==> src/rtl/serial_alu_ctrl_pkg.sv <==
// serial_alu_ctrl_pkg: shared state and slice op-code enums for the bit-serial ALU sequencer
package serial_alu_ctrl_pkg;
    typedef enum logic [1:0] {S_IDLE, S_RUN, S_DONE} state_t;
    typedef enum logic [2:0] {ALU_ADD, ALU_SUB, ALU_XOR, ALU_SLT, ALU_MUL} alu_op_t;
endpackage

==> src/rtl/serial_alu_ctrl_if.sv <==
// serial_alu_ctrl_if: request/result bus of the serial ALU
//   master drives start/op/a/b and observes busy/done/result/flags
//   slave (the sequencer) receives the request and drives status and result
interface serial_alu_ctrl_if #(parameter int WIDTH = 32);
    logic             start;
    logic [2:0]       op;
    logic [WIDTH-1:0] a;
    logic [WIDTH-1:0] b;
    logic             busy;
    logic             done;
    logic [WIDTH-1:0] result;
    logic             zero;
    logic             overflow;
    logic             carry_out;
    logic             illegal_op;
    modport master (output start, op, a, b,
                    input  busy, done, result, zero, overflow, carry_out, illegal_op);
    modport slave  (input  start, op, a, b,
                    output busy, done, result, zero, overflow, carry_out, illegal_op);
endinterface

==> src/rtl/serial_alu_shreg.sv <==
// serial_alu_shreg: parallel-load, shift-right register with serial-in MSB
//   clk, reset : clock, asynchronous active-high reset
//   load, d    : parallel load (has priority over shift)
//   shift, sin : shift right by one, sin enters at the MSB
//   q          : register contents
module serial_alu_shreg #(parameter int WIDTH = 32) (
    input  logic             clk,
    input  logic             reset,
    input  logic             load,
    input  logic             shift,
    input  logic [WIDTH-1:0] d,
    input  logic             sin,
    output logic [WIDTH-1:0] q
);
    always_ff @(posedge clk or posedge reset)
        if (reset) q <= '0;
        else if (load) q <= d;
        else if (shift) q <= {sin, q[WIDTH-1:1]};
endmodule

==> src/rtl/serial_alu_ctrl.sv <==
// serial_alu_ctrl: sequences a 1-bit ALU slice LSB-first over WIDTH cycles for ADD/SUB/XOR/SLT
//   clk, reset        : clock, asynchronous active-high reset
//   bus (slave)       : start/op/a/b request, busy/done handshake, result and flags
//   slice_a/b/cin     : operand bits and carry-in driven into the slice
//   slice_cntrl       : slice control code (0 outside RUN)
//   slice_out/cout    : slice sum bit and carry-out, sampled at clk edges
module serial_alu_ctrl
    import serial_alu_ctrl_pkg::*;
#(parameter int WIDTH = 32) (
    input  logic             clk,
    input  logic             reset,
    serial_alu_ctrl_if.slave bus,
    output logic             slice_a,
    output logic             slice_b,
    output logic             slice_cin,
    output logic [2:0]       slice_cntrl,
    input  logic             slice_out,
    input  logic             slice_cout
);
    localparam int CW = $clog2(WIDTH);
    state_t           state;
    alu_op_t          op_r;
    logic             carry;
    logic [CW-1:0]    cnt;
    logic [WIDTH-1:0] a_q, b_q, r_q, next_res, fin;
    logic             run, load, last, lt, arith, unused_bits;
    assign run      = state == S_RUN;
    assign load     = !run && bus.start && !bus.op[2];
    assign last     = run && cnt == CW'(WIDTH-1);
    assign next_res = {slice_out, r_q[WIDTH-1:1]};
    // On the MSB cycle carry holds the carry into the sign bit, so carry^cout is
    // signed overflow and sign^overflow is the true "a < b" of the subtraction.
    assign lt       = slice_out ^ carry ^ slice_cout;
    assign arith    = op_r == ALU_ADD || op_r == ALU_SUB;
    assign fin      = op_r == ALU_SLT ? {{(WIDTH-1){1'b0}}, lt} : next_res;
    assign slice_a     = run & a_q[0];
    assign slice_b     = run & b_q[0];
    assign slice_cin   = run & carry;
    assign slice_cntrl = run ? op_r : 3'd0;
    assign unused_bits = ^{a_q[WIDTH-1:1], b_q[WIDTH-1:1]};
    serial_alu_shreg #(.WIDTH(WIDTH)) u_a (.clk(clk), .reset(reset), .load(load), .shift(run),
                                           .d(bus.a), .sin(1'b0), .q(a_q));
    serial_alu_shreg #(.WIDTH(WIDTH)) u_b (.clk(clk), .reset(reset), .load(load), .shift(run),
                                           .d(bus.b), .sin(1'b0), .q(b_q));
    serial_alu_shreg #(.WIDTH(WIDTH)) u_r (.clk(clk), .reset(reset), .load(load), .shift(run),
                                           .d('0), .sin(slice_out), .q(r_q));
    always_ff @(posedge clk or posedge reset)
        if (reset) begin
            state          <= S_IDLE;
            op_r           <= ALU_ADD;
            carry          <= 1'b0;
            cnt            <= '0;
            bus.busy       <= 1'b0;
            bus.done       <= 1'b0;
            bus.result     <= '0;
            bus.zero       <= 1'b0;
            bus.overflow   <= 1'b0;
            bus.carry_out  <= 1'b0;
            bus.illegal_op <= 1'b0;
        end else if (run) begin
            carry <= slice_cout;
            cnt   <= cnt + 1'b1;
            if (last) begin
                state          <= S_DONE;
                bus.busy       <= 1'b0;
                bus.done       <= 1'b1;
                bus.result     <= fin;
                bus.zero       <= fin == '0;
                bus.overflow   <= arith & (carry ^ slice_cout);
                bus.carry_out  <= arith & slice_cout;
                bus.illegal_op <= 1'b0;
            end
        end else if (bus.start && bus.op[2]) begin
            state          <= S_DONE;
            bus.done       <= 1'b1;
            bus.illegal_op <= 1'b1;
            bus.result     <= '0;
            bus.zero       <= 1'b1;
            bus.overflow   <= 1'b0;
            bus.carry_out  <= 1'b0;
        end else if (bus.start) begin
            state    <= S_RUN;
            bus.busy <= 1'b1;
            bus.done <= 1'b0;
            op_r     <= alu_op_t'(bus.op);
            // SUB/SLT add the inverted b plus one, so the +1 enters as carry-in
            carry    <= bus.op[0];
            cnt      <= '0;
        end else begin
            state    <= S_IDLE;
            bus.done <= 1'b0;
        end
endmodule
==> src/flat_wrapper.sv <==
// flat-port wrapper written by rule: the top's interface ports become plain ports
module serial_alu_ctrl_flat import serial_alu_ctrl_pkg::*;
#(parameter int WIDTH = 32)
  (clk, reset, slice_a, slice_b, slice_cin, slice_cntrl, slice_out, slice_cout, bus_start, bus_op, bus_a, bus_b, bus_busy, bus_done, bus_result, bus_zero, bus_overflow, bus_carry_out, bus_illegal_op);
  serial_alu_ctrl_if #(.WIDTH(WIDTH)) bus_i ();
  input  logic clk;
  input  logic reset;
  output logic slice_a;
  output logic slice_b;
  output logic slice_cin;
  output logic [2:0] slice_cntrl;
  input  logic slice_out;
  input  logic slice_cout;
  input wire logic [$bits(bus_i.start)-1:0] bus_start;
  input wire logic [$bits(bus_i.op)-1:0] bus_op;
  input wire logic [$bits(bus_i.a)-1:0] bus_a;
  input wire logic [$bits(bus_i.b)-1:0] bus_b;
  output wire logic [$bits(bus_i.busy)-1:0] bus_busy;
  output wire logic [$bits(bus_i.done)-1:0] bus_done;
  output wire logic [$bits(bus_i.result)-1:0] bus_result;
  output wire logic [$bits(bus_i.zero)-1:0] bus_zero;
  output wire logic [$bits(bus_i.overflow)-1:0] bus_overflow;
  output wire logic [$bits(bus_i.carry_out)-1:0] bus_carry_out;
  output wire logic [$bits(bus_i.illegal_op)-1:0] bus_illegal_op;
  assign bus_i.start = bus_start;
  assign bus_i.op = bus_op;
  assign bus_i.a = bus_a;
  assign bus_i.b = bus_b;
  assign bus_busy = bus_i.busy;
  assign bus_done = bus_i.done;
  assign bus_result = bus_i.result;
  assign bus_zero = bus_i.zero;
  assign bus_overflow = bus_i.overflow;
  assign bus_carry_out = bus_i.carry_out;
  assign bus_illegal_op = bus_i.illegal_op;
  serial_alu_ctrl #(.WIDTH(WIDTH)) u_core (.clk(clk), .reset(reset), .bus(bus_i), .slice_a(slice_a), .slice_b(slice_b), .slice_cin(slice_cin), .slice_cntrl(slice_cntrl), .slice_out(slice_out), .slice_cout(slice_cout));
endmodule
==> config.mk <==
export PLATFORM = sky130hd
export DESIGN_NAME = serial_alu_ctrl_flat
export DESIGN_NICKNAME = d
export VERILOG_FILES = /design/src/rtl/serial_alu_ctrl_pkg.sv /design/src/rtl/serial_alu_ctrl_if.sv /design/src/rtl/serial_alu_shreg.sv /design/src/rtl/serial_alu_ctrl.sv /design/src/flat_wrapper.sv
export SDC_FILE = /design/constraint.sdc
export NUM_CORES = 1
export LEC_CHECK = 0
export BUFFER_PORTS_ARGS = -buffer_cell sky130_fd_sc_hd__clkbuf_2
export CAP_MARGIN = 20
export CORE_ASPECT_RATIO = 0.8
export CORE_MARGIN = 2
export CORE_UTILIZATION = 25
export DETAILED_ROUTE_END_ITERATION = 16
export SYNTH_ARGS = -nofsm -noshare
export SYNTH_HDL_FRONTEND = slang
export SYNTH_HIERARCHICAL = 1
export SYNTH_SLANG_ARGS = --single-unit
==> constraint.sdc <==
create_clock -name clk -period 2.4 [get_ports clk]
set_clock_uncertainty 0.05 [all_clocks]
set_input_delay 0 -clock clk [delete_from_list [all_inputs] [get_ports clk]]
set_output_delay 0 -clock clk [all_outputs]
set_load 0.02 [all_outputs]
==> metrics.md <==
| Metric | Value |
|---|---|
| Warnings, synthesis | 6 |
| CP max stage delay | between 0.4 and 0.5 ns |
| Max Freq | roughly 0.45 GHz |
| Maximum VDD drop | roughly 0.00065 V |
| Unrepaired setup endpoints after global routing | no |
| Number of global-route vias before repair | slightly below 5000 |
| Filler cells | ~2600 |
| Pins Over Slew Limit | 0 |
| Io pins | about 120 |
| Port Buf Inserts | 115 |
| Largest net degree at the start of global routing | 109 |
| Via count | about 4800 |
| Max-cap viol count | 0 |
| Worst-path clk slew | about 0.07 ns |
| Clock period minus worst slack | between 2 and 2.5 ns |
| Synth-to-Final Area Change | 34.5% |
| Die Wd | 184 um |
| DP HPWL | between 10000 and 15000 um |
| Synth Instances | 573 |
| Status | completed |
| CP endpoint kind | output port |
| DRT antenna net count | 0 |
| Hold WS | approximately 0.080 ns |
| Root buf cell | clkbuf_16 |
| TNS Setup | 0 ns |
| CP startpoint | u_core/bus.done |
| Routability cong. | ~0.73 |
| Dpl cell area | between 7000 and 8000 um^2 |
| Clk buf depth | 2 |
| TritonRoute pass-1 iters | 4 |
| Tightest Hold Check Type | input port to async pin |
| Worst R2R End | u_core/bus.result[1] |
| CP endpoint | slice_a |
| GRT Residual Overflow | 0 |
| Power per cell area | ~1100 nW/um^2 |
| CP startpoint kind | flop |
| WS Path Type | flop to output port |
| Placement Rows | 52 |
| Drc violations | 0 |
| Starting DRT DRC Count | around 200 |
| Lkg Pwr | between 0.004 and 0.005 uW |
| Synthesized area per cell | around 11 um^2 |
| N_diodes | 0 |
| R2R Path Start | u_core/cnt[1] |
| Final hold vios | 0 |
| Pre-CTS setup slack | ~0.011 ns |
| Worst path cell trace | nand2b_1 -> inv_6 -> buf_12 -> and2_1 -> clkbuf_2 |
| R2R depth | 7 |
| Initial antenna violation count | 0 |
| Gr usage total | about 12% |
| Worst Tran Pin Value | ~0.83 ns |
| Slowest CP cell | buf_12 |
| Vias per cell | between 4 and 5 |
| Clk sinks | approximately 140 |
| CTS tree | built |
| Clk Latency, worst-skew pair | about 0.42 ns |
| Final net count | around 860 |
| Slew headroom | between 40% and 50% |
| Commonest non-fill, non-tap cells in the layout | dfrtp_1 (143), clkbuf_2 (115), nand2_1 (104) |
| Final WL | about 16000 um |
| Crit path max fanout | 108 |
| Setup Viol. Count Final | 0 |
| Cts bufs inserted | 17 |
| Die ar. | between 20000 and 30000 um^2 |
| Fin area | approximately 8800 um^2 |
| Setup slack after layout | around 0.19 ns |
| Critical path arrival | approximately 2.2 ns |
| H-tree depth | 4 |
| First-pass GRT wire length | between 20000 and 30000 um |
| Most common cell after layout, fill and taps aside | dfrtp_1 |
| Data required, critical path | 2.35 ns |
| Final cycle utilization of the critical path | between 90 and 100% |
| Mapped cell area | ~6500 um^2 |
| Routed WL per cell | 13.7 um |
| Flop-to-flop setup slack | 0.19 ns |
| Starting density of the core | around a quarter |
| Fraction of layout instances using a drive strength above 1 | approximately 23% |
| Die height | between 100 and 150 um |
| Core Area | 25400 um^2 |
critical path: cells and delay by family, from the launching register on:
kind,cells,cell delay (ns)
buf+inv,3,0.71
flops,1,0.39
simple gates,2,0.44
how the worst min path moves through the flow:
| stage | start | end | cells past startpoint |
|---|---|---|---|
| 6_report | reset | u_core/cnt[1] | 3 |
| 3_5_place_dp | reset | u_core/cnt[1] | 2 |
| 3_3_place_gp | reset | u_core/cnt[1] | 2 |
| 4_1_cts | reset | u_core/bus.result[19] | 3 |
| 2_1_floorplan | reset | u_core/u_r/q[10] | 1 |
| 5_1_grt | reset | u_core/cnt[1] | 3 |
where the power goes:
group	switching, uW	total, uW	internal, uW
logic	1620	3100	1470
registers	688	3990	3300
clock network	1180	2560	1380
total	3490	9650	6150
final cells by class:
type	instances	area [um^2]	share of cell area, %
Sequential cell	143	3580	40.9
Multi-Input combinational cell	414	2670	30.5
Timing Repair Buffer	205	1480	16.9
Tap cell	351	439	5.01
Clock buffer	17	425	4.86
Clock inverter	15	140	1.60
Inverter	6	27.5	0.314
through the flow:
step | std cells | power (uW) | util (%)
2_1_floorplan | 605 | 6580 | -
3_3_place_gp | 1048 | 6990 | 29.4
3_5_place_dp | 1048 | 7070 | 29.4
4_1_cts | 1151 | 9790 | 34.4
5_1_grt | 1151 | 10400 | 34.4
6_report | 1151 | 9650 | 34.4
what timing repair did:
item                                   in CTS  in global routing
resized for setup                           0                  1
setup endpoints to repair                   0                  9
buffers inserted                            0                  0
endpoints found under the hold margin     216                  0
hold buffers                               71                  0
routing by layer:
layer	up-vias	wire length, um	track usage [%]
li1	2427	-	-
met1	2309	7870	16.6
met2	93	7080	18.7
met3	9	651	3.06
met4	0	214	3.72
met5	-	0	0
sequential cells by signal, summed over array words and instances, names as in the netlist:
| name | flops |
|---|---|
| u_core/bus.result | 32 |
| u_core/u_b/q | 32 |
| u_core/bus.carry_out | 1 |
| u_core/u_a/q | 32 |
| u_core/state | 1 |
| u_core/bus.overflow | 1 |
| u_core/carry | 1 |
| u_core/bus.zero | 1 |
| u_core/cnt | 5 |
| u_core/bus.illegal_op | 1 |
| u_core/op_r | 3 |
| u_core/u_r/q | 31 |
| u_core/bus.done | 1 |
| u_core/bus.busy | 1 |
Note: power is estimated with default switching activity, not from simulation.
